File: config.mk
export PLATFORM = sky130hd
export DESIGN_NAME = seq_alu_flat
export DESIGN_NICKNAME = d
export VERILOG_FILES = /design/src/rtl/alu_pkg.sv /design/src/rtl/seq_alu_if.sv /design/src/rtl/seq_muldiv.sv /design/src/rtl/seq_alu.sv /design/src/flat_wrapper.sv
export SDC_FILE = /design/constraint.sdc
export NUM_CORES = 1
export LEC_CHECK = 0
export CORE_MARGIN = 4
export CORE_UTILIZATION = 38
export CTS_CLUSTER_SIZE = 14
export DETAILED_ROUTE_END_ITERATION = 8
export GPL_TIMING_DRIVEN = 0
export SLEW_MARGIN = 20
export SYNTH_ARGS = -nofsm -noshare
export SYNTH_HDL_FRONTEND = slang
export SYNTH_HIERARCHICAL = 1
export SYNTH_SLANG_ARGS = --single-unit
File: constraint.sdc
create_clock -name clock -period 7 [get_ports clock]
set_input_delay 1.4 -clock clock [delete_from_list [all_inputs] [get_ports clock]]
set_output_delay 1.4 -clock clock [all_outputs]
set_load 0.02 [all_outputs]
File: src/rtl/alu_pkg.sv
// Shared definitions for the sequential ALU.
// Contents:
//   alu_op_t       5-bit opcode encoding
//   alu_state_t    handshake FSM states
//   is_multicycle  true for opcodes that run on the iterative engine
// Build option: ALU_DIV_EN (when undefined, DIV is not multi-cycle and decodes as illegal).
package alu_pkg;

    typedef enum logic [4:0] {
        OP_ADD  = 5'b00011,
        OP_SUB  = 5'b00100,
        OP_SHR  = 5'b00101,
        OP_SHRA = 5'b00110,
        OP_SHL  = 5'b00111,
        OP_ROR  = 5'b01000,
        OP_ROL  = 5'b01001,
        OP_AND  = 5'b01010,
        OP_OR   = 5'b01011,
        OP_MUL  = 5'b01111,
        OP_DIV  = 5'b10000,
        OP_NEG  = 5'b10001,
        OP_NOT  = 5'b10010
    } alu_op_t;

    typedef enum logic [1:0] {
        ST_IDLE = 2'b00,
        ST_LOAD = 2'b01,
        ST_ITER = 2'b10,
        ST_FIX  = 2'b11
    } alu_state_t;

    function automatic logic is_multicycle(input logic [4:0] op);
        case (op)
            OP_MUL:  return 1'b1;
`ifdef ALU_DIV_EN
            OP_DIV:  return 1'b1;
`endif
            default: return 1'b0;
        endcase
    endfunction

endpackage

File: src/rtl/seq_alu_if.sv
// Request/response bundle of the sequential ALU.
//   master: start, operation, A, B driven; busy, done, zhi, zlo, err observed
//   slave : the ALU side
interface seq_alu_if #(parameter int WIDTH = 32);
    logic             start;
    logic [4:0]       operation;
    logic [WIDTH-1:0] A;
    logic [WIDTH-1:0] B;
    logic             busy;
    logic             done;
    logic [WIDTH-1:0] zhi;
    logic [WIDTH-1:0] zlo;
    logic             err;

    modport master (output start, operation, A, B, input busy, done, zhi, zlo, err);
    modport slave  (input start, operation, A, B, output busy, done, zhi, zlo, err);
endinterface

File: src/rtl/seq_muldiv.sv
// Shared iterative engine: signed radix-2 Booth multiply and restoring
// divide on magnitudes, one step per cycle for WIDTH steps.
// Ports:
//   clock, reset       rising-edge clock, synchronous active-high reset
//   load_i             initialise from a_i/b_i in the selected mode
//   step_i             perform one iteration (counter WIDTH-1 down to 0)
//   div_i              mode select at load: 1 = divide, 0 = multiply
//   a_i, b_i           operands (a_i must stay stable until the result is taken)
//   last_o             the current step is the final one
//   hi_o, lo_o, err_o  result after the current step, sign-fixed, valid with last_o & step_i
// Build option: ALU_DIV_EN (divider datapath only present when defined).
module seq_muldiv #(parameter int WIDTH = 32) (
    input  logic             clock,
    input  logic             reset,
    input  logic             load_i,
    input  logic             step_i,
    input  logic             div_i,
    input  logic [WIDTH-1:0] a_i,
    input  logic [WIDTH-1:0] b_i,
    output logic             last_o,
    output logic [WIDTH-1:0] hi_o,
    output logic [WIDTH-1:0] lo_o,
    output logic             err_o
);
    localparam int CW = $clog2(WIDTH);

    // One guard bit on the accumulator so Booth's A-M and the divider's trial subtract never overflow.
    logic [WIDTH:0]   acc_q;
    logic [WIDTH-1:0] sr_q;
    logic             qm1_q;
    logic [WIDTH:0]   m_q;
    logic [CW-1:0]    cnt_q;

    logic [WIDTH:0]   mul_sum_s;
    logic [WIDTH:0]   acc_n_s;
    logic [WIDTH-1:0] sr_n_s;
    logic             qm1_n_s;
    logic [WIDTH-1:0] ld_sr_s;
    logic [WIDTH:0]   ld_m_s;

    // Booth add/subtract selected by the multiplier bit pair
    always_comb begin
        case ({sr_q[0], qm1_q})
            2'b01:   mul_sum_s = acc_q + m_q;
            2'b10:   mul_sum_s = acc_q - m_q;
            default: mul_sum_s = acc_q;
        endcase
    end

`ifdef ALU_DIV_EN
    logic             div_q;
    logic             negq_q;
    logic             negr_q;
    logic             dz_q;
    logic [WIDTH:0]   div_shift_s;
    logic [WIDTH:0]   div_trial_s;

    function automatic logic [WIDTH-1:0] mag(input logic [WIDTH-1:0] v);
        return v[WIDTH-1] ? ({WIDTH{1'b0}} - v) : v;
    endfunction

    // Restoring-division trial subtract of the shifted partial remainder
    always_comb begin
        div_shift_s = {acc_q[WIDTH-1:0], sr_q[WIDTH-1]};
        div_trial_s = div_shift_s - m_q;
    end

    // Next iteration state for the active mode
    always_comb begin
        if (div_q) begin
            qm1_n_s = qm1_q;
            if (!div_trial_s[WIDTH]) begin
                acc_n_s = div_trial_s;
                sr_n_s  = {sr_q[WIDTH-2:0], 1'b1};
            end else begin
                acc_n_s = div_shift_s;
                sr_n_s  = {sr_q[WIDTH-2:0], 1'b0};
            end
        end else begin
            acc_n_s = {mul_sum_s[WIDTH], mul_sum_s[WIDTH:1]};
            sr_n_s  = {mul_sum_s[0], sr_q[WIDTH-1:1]};
            qm1_n_s = sr_q[0];
        end
    end

    // Load values: divider works on magnitudes, multiplier on the signed operands
    always_comb begin
        if (div_i) begin
            ld_sr_s = mag(a_i);
            ld_m_s  = {1'b0, mag(b_i)};
        end else begin
            ld_sr_s = a_i;
            ld_m_s  = {b_i[WIDTH-1], b_i};
        end
    end

    // Sign fixup applied to the final step: quotient toward zero, remainder follows A
    always_comb begin
        hi_o  = acc_n_s[WIDTH-1:0];
        lo_o  = sr_n_s;
        err_o = 1'b0;
        if (div_q) begin
            if (dz_q) begin
                hi_o  = a_i;
                lo_o  = {WIDTH{1'b1}};
                err_o = 1'b1;
            end else begin
                lo_o = negq_q ? ({WIDTH{1'b0}} - sr_n_s) : sr_n_s;
                hi_o = negr_q ? ({WIDTH{1'b0}} - acc_n_s[WIDTH-1:0]) : acc_n_s[WIDTH-1:0];
            end
        end else begin
            err_o = 1'b0;
        end
    end

    // Divide mode and sign flags captured at load
    always_ff @(posedge clock) begin
        if (reset) begin
            div_q  <= 1'b0;
            negq_q <= 1'b0;
            negr_q <= 1'b0;
            dz_q   <= 1'b0;
        end else if (load_i) begin
            div_q  <= div_i;
            negq_q <= a_i[WIDTH-1] ^ b_i[WIDTH-1];
            negr_q <= a_i[WIDTH-1];
            dz_q   <= (b_i == {WIDTH{1'b0}});
        end
    end
`else
    logic unused_div_s;
    assign unused_div_s = div_i;

    // Next iteration state: multiply only
    always_comb begin
        acc_n_s = {mul_sum_s[WIDTH], mul_sum_s[WIDTH:1]};
        sr_n_s  = {mul_sum_s[0], sr_q[WIDTH-1:1]};
        qm1_n_s = sr_q[0];
        ld_sr_s = a_i;
        ld_m_s  = {b_i[WIDTH-1], b_i};
        hi_o    = acc_n_s[WIDTH-1:0];
        lo_o    = sr_n_s;
        err_o   = 1'b0;
    end
`endif

    assign last_o = (cnt_q == {CW{1'b0}});

    // Iteration registers and step counter
    always_ff @(posedge clock) begin
        if (reset) begin
            acc_q <= {(WIDTH+1){1'b0}};
            sr_q  <= {WIDTH{1'b0}};
            qm1_q <= 1'b0;
            m_q   <= {(WIDTH+1){1'b0}};
            cnt_q <= {CW{1'b0}};
        end else if (load_i) begin
            acc_q <= {(WIDTH+1){1'b0}};
            sr_q  <= ld_sr_s;
            qm1_q <= 1'b0;
            m_q   <= ld_m_s;
            cnt_q <= CW'(WIDTH - 1);
        end else if (step_i) begin
            acc_q <= acc_n_s;
            sr_q  <= sr_n_s;
            qm1_q <= qm1_n_s;
            cnt_q <= cnt_q - CW'(1);
        end
    end

endmodule

File: src/rtl/seq_alu.sv
// Multi-cycle ALU top: start/done handshake FSM, operand registers and the
// single-cycle result mux; MUL/DIV run on seq_muldiv.
// Ports:
//   clock, reset  rising-edge clock, synchronous active-high reset
//   bus (slave)   start/operation/A/B in; busy/done/zhi/zlo/err out (all registered)
// Build option: ALU_DIV_EN enables the DIV opcode; otherwise DIV is illegal.
module seq_alu #(parameter int WIDTH = 32) (
    input  logic       clock,
    input  logic       reset,
    seq_alu_if.slave   bus
);
    import alu_pkg::*;

    localparam int SW = $clog2(WIDTH);

    alu_state_t       state_q, state_d;
    logic             busy_q, busy_d;
    logic             done_q, done_d;
    logic             err_q, err_d;
    logic [WIDTH-1:0] zhi_q, zhi_d;
    logic [WIDTH-1:0] zlo_q, zlo_d;
    logic [WIDTH-1:0] a_q, b_q;
    logic             div_q;

    logic             accept_s;
    logic             mc_s;
    logic [SW-1:0]    amt_s;
    logic [2*WIDTH-1:0] dbl_s;
    logic [WIDTH-1:0] ror_s, rol_s;
    logic [WIDTH-1:0] sc_res_s;
    logic             sc_err_s;
    logic             eng_load_s, eng_step_s, eng_last_s, eng_err_s;
    logic [WIDTH-1:0] eng_hi_s, eng_lo_s;

    assign accept_s = bus.start & ~busy_q;
    assign mc_s     = is_multicycle(bus.operation);
    assign amt_s    = bus.B[SW-1:0];
    // Rotates as shifts of A concatenated with itself: amount 0 falls out naturally.
    assign dbl_s    = {bus.A, bus.A};
    assign ror_s    = WIDTH'(dbl_s >> amt_s);
    assign rol_s    = WIDTH'((dbl_s << amt_s) >> WIDTH);

    // Single-cycle result mux; anything not decoded here is illegal
    always_comb begin
        sc_res_s = {WIDTH{1'b0}};
        sc_err_s = 1'b0;
        case (bus.operation)
            OP_ADD:  sc_res_s = bus.A + bus.B;
            OP_SUB:  sc_res_s = bus.A - bus.B;
            OP_SHR:  sc_res_s = bus.A >> amt_s;
            OP_SHRA: sc_res_s = $signed(bus.A) >>> amt_s;
            OP_SHL:  sc_res_s = bus.A << amt_s;
            OP_ROR:  sc_res_s = ror_s;
            OP_ROL:  sc_res_s = rol_s;
            OP_AND:  sc_res_s = bus.A & bus.B;
            OP_OR:   sc_res_s = bus.A | bus.B;
            OP_NEG:  sc_res_s = {WIDTH{1'b0}} - bus.A;
            OP_NOT:  sc_res_s = ~bus.A;
            default: sc_err_s = 1'b1;
        endcase
    end

    // Handshake FSM; FIX is the done cycle of a multi-cycle op and accepts like IDLE
    always_comb begin
        state_d    = state_q;
        busy_d     = busy_q;
        done_d     = 1'b0;
        err_d      = err_q;
        zhi_d      = zhi_q;
        zlo_d      = zlo_q;
        eng_load_s = 1'b0;
        eng_step_s = 1'b0;
        case (state_q)
            ST_IDLE, ST_FIX: begin
                if (accept_s && mc_s) begin
                    state_d = ST_LOAD;
                    busy_d  = 1'b1;
                end else if (accept_s) begin
                    state_d = ST_IDLE;
                    done_d  = 1'b1;
                    zlo_d   = sc_res_s;
                    zhi_d   = {WIDTH{1'b0}};
                    err_d   = sc_err_s;
                end else begin
                    state_d = ST_IDLE;
                end
            end
            ST_LOAD: begin
                eng_load_s = 1'b1;
                state_d    = ST_ITER;
            end
            ST_ITER: begin
                eng_step_s = 1'b1;
                if (eng_last_s) begin
                    state_d = ST_FIX;
                    busy_d  = 1'b0;
                    done_d  = 1'b1;
                    zhi_d   = eng_hi_s;
                    zlo_d   = eng_lo_s;
                    err_d   = eng_err_s;
                end else begin
                    state_d = ST_ITER;
                end
            end
            default: begin
                state_d = ST_IDLE;
                busy_d  = 1'b0;
            end
        endcase
    end

    // FSM and registered outputs
    always_ff @(posedge clock) begin
        if (reset) begin
            state_q <= ST_IDLE;
            busy_q  <= 1'b0;
            done_q  <= 1'b0;
            err_q   <= 1'b0;
            zhi_q   <= {WIDTH{1'b0}};
            zlo_q   <= {WIDTH{1'b0}};
        end else begin
            state_q <= state_d;
            busy_q  <= busy_d;
            done_q  <= done_d;
            err_q   <= err_d;
            zhi_q   <= zhi_d;
            zlo_q   <= zlo_d;
        end
    end

    // Operand capture on accept only
    always_ff @(posedge clock) begin
        if (reset) begin
            a_q   <= {WIDTH{1'b0}};
            b_q   <= {WIDTH{1'b0}};
            div_q <= 1'b0;
        end else if (accept_s) begin
            a_q   <= bus.A;
            b_q   <= bus.B;
            div_q <= (bus.operation == OP_DIV);
        end
    end

    seq_muldiv #(.WIDTH(WIDTH)) u_muldiv (
        .clock  (clock),
        .reset  (reset),
        .load_i (eng_load_s),
        .step_i (eng_step_s),
        .div_i  (div_q),
        .a_i    (a_q),
        .b_i    (b_q),
        .last_o (eng_last_s),
        .hi_o   (eng_hi_s),
        .lo_o   (eng_lo_s),
        .err_o  (eng_err_s)
    );

    assign bus.busy = busy_q;
    assign bus.done = done_q;
    assign bus.err  = err_q;
    assign bus.zhi  = zhi_q;
    assign bus.zlo  = zlo_q;

endmodule

File: src/flat_wrapper.sv
// flat-port wrapper written by rule: the top's interface ports become plain ports
module seq_alu_flat import alu_pkg::*;
#(parameter int WIDTH = 32)
  (clock, reset, bus_start, bus_operation, bus_A, bus_B, bus_busy, bus_done, bus_zhi, bus_zlo, bus_err);
  seq_alu_if #(.WIDTH(WIDTH)) bus_i ();
  input  logic clock;
  input  logic reset;
  input wire logic [$bits(bus_i.start)-1:0] bus_start;
  input wire logic [$bits(bus_i.operation)-1:0] bus_operation;
  input wire logic [$bits(bus_i.A)-1:0] bus_A;
  input wire logic [$bits(bus_i.B)-1:0] bus_B;
  output wire logic [$bits(bus_i.busy)-1:0] bus_busy;
  output wire logic [$bits(bus_i.done)-1:0] bus_done;
  output wire logic [$bits(bus_i.zhi)-1:0] bus_zhi;
  output wire logic [$bits(bus_i.zlo)-1:0] bus_zlo;
  output wire logic [$bits(bus_i.err)-1:0] bus_err;
  assign bus_i.start = bus_start;
  assign bus_i.operation = bus_operation;
  assign bus_i.A = bus_A;
  assign bus_i.B = bus_B;
  assign bus_busy = bus_i.busy;
  assign bus_done = bus_i.done;
  assign bus_zhi = bus_i.zhi;
  assign bus_zlo = bus_i.zlo;
  assign bus_err = bus_i.err;
  seq_alu #(.WIDTH(WIDTH)) u_core (.clock(clock), .reset(reset), .bus(bus_i));
endmodule
# Word-level counts from Yosys, hierarchy flattened
# Cells that the tools add are included.
# word_totals
reg_bits	235
inputBits	72
elab_cells	91
# classes
n_addsub	6
n_eq_ne	21
n_shift	5
muxes	31
bitwise_logic	5
reduce_logical	10
# op_table
cell	count
one-hot mux 32 bit (11 select lines)	1
2-to-1 mux 32 bit	8
one-hot mux 32 bit (2 select lines)	2
one-hot mux 33 bit (2 select lines)	1
<< shifter 64 x 5 -> 64 bit	1
right shift 64 x 5 -> 32 bit	1
adder 32 x 32 -> 33 bit	1
subtractor 32 x 32 -> 33 bit	1
adder 32 bit	1
AND 32 bit	1
NOT 32 bit	1
bitwise OR 32 bit	1
<< shifter 32 x 5 -> 32 bit	1
right shift 32 x 5 -> 32 bit	1
>>> shifter 32 x 5 -> 32 bit	1
subtractor 1 x 32 -> 32 bit, first input constant	1
subtractor 32 bit	1
== test 5 x 4 -> 1 bit, second input constant	5
== test 5 x 3 -> 1 bit, second input constant	4
2-to-1 mux 1 bit	13
OR reduction 11 bit	1
== test 5 bit, second input constant	2
2-to-1 mux 5 bit	2
== test 2 bit, second input constant	3
other kinds (16)	23

# Longest topological paths before layout
# logic_depth
word_depth	6
mapped_depth	22
ltp_nobuf	20

# By module
# The synthesis kept the hierarchy.
# by_module_without_submodules
mod	instances	cells_per_inst	area_each_um2	seq_area_each_um2
seq_alu	1	2064	14772.9	2682.6
seq_muldiv	1	910	6999.2	2042.0

# Worst setup path after synthesis
# No wires, ideal clock.
# synth_timing
path_kind	input to register
from	input port bus_B[0]
to	register u_core.zlo_q[29] (netlist: u_core/bus.zlo[29])
setup_time_ns	0.091
t_arrival_ns	5.870
path_slack_ns	1.039
stages	22
n_path_buf	5
path_cell_list	buf_4 -> buf_4 -> inv_2 -> buf_1 -> buf_1 -> ha_1 -> nand3b_1 -> nor4_1 -> nand2_1 -> o31ai_1 -> xor2_1 -> ha_1 -> clkbuf_1 -> a21o_1 -> a21o_1 -> a21oi_1 -> o21bai_1 -> a21oi_1 -> inv_1 -> a2111oi_0 -> mux2i_1 -> a311oi_1
# synth_via
elab_chain_cells	5
word_cells_on_any_way	11
cone_classes	add/sub (2); shift (5); mux (4)
# synth_lines
element	line	source
from (decl)	flat_wrapper.sv:11	input wire logic [$bits(bus_i.B)-1:0] bus_B;
subtractor 32 bit (tied with other cells)	seq_alu.sv:49	OP_SUB: sc_res_s = bus.A - bus.B;
one-hot mux 32 bit (11 select lines) (*)	seq_alu.sv:47	case (bus.operation)
2-to-1 mux 32 bit (*)	seq_alu.sv:78	end else if (accept_s) begin
2-to-1 mux 32 bit (*)	seq_alu.sv:75	if (accept_s && mc_s) begin
one-hot mux 32 bit (2 select lines) (*)	seq_alu.sv:73	case (state_q)
to (signal assigned)	seq_alu.sv:120	zlo_q <= {WIDTH{1'b0}};
to (signal assigned)	seq_alu.sv:127	zlo_q <= zlo_d;
to (decl)	seq_alu.sv:21	logic [WIDTH-1:0] zlo_q, zlo_d;
# Mark *: on every way between the ends. The rest lies on a longest branch, timed or not. The select of a mux whose other input is x is not followed.
# A chain may end at the register's enable or synchronous reset.

# Worst setup path in the final report
# layout_timing
from	input port bus_B[2]
to	register u_core.zlo_q[18] (netlist: u_core/bus.zlo[18])
# The elaborated chain is that of the path after synthesis.

==> flow_metrics.tcl <==
set metrics [dict create \
    grt_util_all_layers_pct 42.4 \
    maxSlewViolCount 0 \
    hold_depth 2 \
    hold_buffers 0 \
    slew_headroom_pct 11.8 \
    place_congestion 1.11 \
    port_buffers 134 \
    die_h_um 247 \
    power_mw 4.24 \
    internal_power_mw 2.61 \
    rows 87 \
    ff2ff_path_depth 21 \
    setup_slack_ns 0.144 \
    numCtsBuffers 25 \
    end_kind "flop" \
    cts.path.max_buffers 3 \
    drtIter0Drc 3286 \
    drt-wirelength-per-cell_um 34.5 \
    status "complete, no violations" \
    drc 0 \
    fin_skew_ns 0.0331 \
    synthCells 2970 \
    hold_viol 0 \
    min_period_ns 6.86 \
    syn_area_mm2 0.0217 \
    crit_arrival_ns 7.28 \
    grt_pass1_vias 24600 \
    synth_area_per_cell_um2 7.32 \
    grt_pass1_wl_mm 184 \
    switching_power_mw 1.63 \
    seqCellArea_mm2 0.00470 \
    hold_ws_ns 0.454 \
    crit_type "input port to flop" \
    stdcell_area_mm2 0.0250 \
    start_util_pct 38.5 \
    power_frac_clock_pct 32.1 \
    cts.clk_slew.worst_paths_ns 0.06 \
    core_mm2 0.0565 \
    placed_cells 3864 \
    ant_nets 0 \
    antenna_found_initial 10 \
    layout-area-overhead-vs-synth_pct 15.0 \
    fillCellCount 5787 \
    maxCapViolCount 0 \
    peakVddDrop_v 0.000176 \
    grt_overflow 0 \
    crit_required_ns 7.42 \
    dpl_worst_slack_ns -2.10 \
    dieArea_mm2 0.0611 \
    yosysWarnings 6 \
    power_per_cell_area_mw_per_mm2 170 \
    multi_input_area_mm2 0.0157 \
    combPwrFrac_pct 35.0 \
    leakagePower_nw 9.23 \
    timing.final.crit_share_pct 97.9 \
    rsz0062_at_grt "false" \
    root_buffer "clkbuf_16" \
    worstSkewPairLatency_ns 0.57 \
    setup_viol 0 \
    seqPwrFrac_pct 32.9 \
    switching_share_pct 38.4 \
    tritoncts "done" \
    nNetsFinal 3281 \
    crit_path_start_kind "input port" \
    num_vias 26100 \
    vias_per_cell 6.68 \
    final_cells 3906 \
    worst-path-max-fanout 10 \
    drt-pass1-iter-count 6 \
    setup-tns-final_ns 0 \
    num_io_pins 139 \
    tightest_slew_ns 1.32 \
    die_w_um 247 \
    htree_levels 1 \
    drive_gt1_share_pct 8.35 \
    place_hpwl_mm 108 \
    drt-total-wl_mm 135 \
    synth_nets 3118 \
    grt_max_degree 20 \
    final_util_pct 44.2 \
    fmax_ghz 0.146 \
    cts.sinks 235 \
    hold_class "flop to flop" \
    placed_area_mm2 0.0241 \
]
-- routing by layer --
metal | part of all wire, % | vias up | GRT usage, %
met1 | 36 | 12500 | 50.5
li1 | - | 11100 | -
met4 | 9.0 | 12 | 28.6
met3 | 12 | 545 | 12.9
met2 | 43 | 1938 | 65.5
met5 | 0.058 | - | 0
-- worst paths after layout --
kind                     startpoint                  to  slack (ns)
max                        bus_B[2]  u_core/bus.zlo[18]        0.14
min                   u_core/b_q[2]       u_core/b_q[2]        0.45
max reg2reg  u_core/u_muldiv/m_q[2]  u_core/bus.zhi[31]        1.26
min reg2reg           u_core/b_q[2]       u_core/b_q[2]        0.45
-- flip-flops by register name (all words and copies together), names as in the netlist --
name,flops
u_core/bus.done,1
u_core/u_muldiv/acc_q,32
u_core/a_q,32
u_core/u_muldiv/sr_q,32
u_core/bus.err,1
u_core/u_muldiv/qm1_q,1
u_core/state_q,2
u_core/bus.zhi,32
u_core/b_q,32
u_core/bus.zlo,32
u_core/u_muldiv/cnt_q,5
u_core/u_muldiv/m_q,32
u_core/bus.busy,1
-- cell type report --
cell class | count | share of cell area, %
Buffer | 281 | 5.15
Clock inverter | 11 | 0.621
Clock buffer | 32 | 2.69
Inverter | 51 | 0.776
Sequential cell | 235 | 18.8
Tap cell | 756 | 3.78
Multi-Input combinational cell | 2400 | 62.6
Timing Repair Buffer | 139 | 5.53
Antenna cell | 1 | 0.0100
-- cells in the final DEF, fill, tap and decap left out, drive strengths merged, types with 17 or more instances in the layout --
cell type,count
inv,50
o21ai,187
o21a,18
a21oi,295
nor4,23
and3,17
a22oi,40
nor2b,17
xnor2,81
mux2,21
clkbuf,207
clkdlybuf4s50,134
o211ai,24
mux2i,137
nor2,456
a21o,28
buf,111
o22ai,30
mux4,70
a221oi,27
nand2,340
dfxtp,235
a211oi,39
nor3,96
xor2,44
ha,74
a31oi,32
nand3,46
nand4,23
-- what timing repair did --
action,CTS,global route
endpoints found under the setup margin,18,9
pin swaps,2,1
setup buffers,1,0
cloned,0,0
gates resized for setup,9,13
-- critical path, stage by stage --
cell	delay [ns]
buf_2	0.17
buf_2	0.30
buf_2	0.36
clkbuf_1	0.69
clkbuf_1	0.46
clkbuf_2	0.47
xnor2_1	0.14
ha_1	0.34
nor2b_1	0.19
o31ai_1	0.50
a211o_1	0.34
a31oi_1	0.18
o41ai_1	0.51
o21ai_0	0.25
xor2_2	0.27
a221oi_1	0.59
nor3_1	0.08
-- power by group through the flow --
stage	clock, mW	sequential (mW)	combinational [mW]
after global placement	0	1.42	1.39
after CTS	1.38	1.39	1.40
after floorplan	0	1.43	0.767
after global routing	1.43	1.40	1.51
final	1.36	1.39	1.48
after detailed placement	0	1.42	1.39
Power figures use the tool's default switching activity.
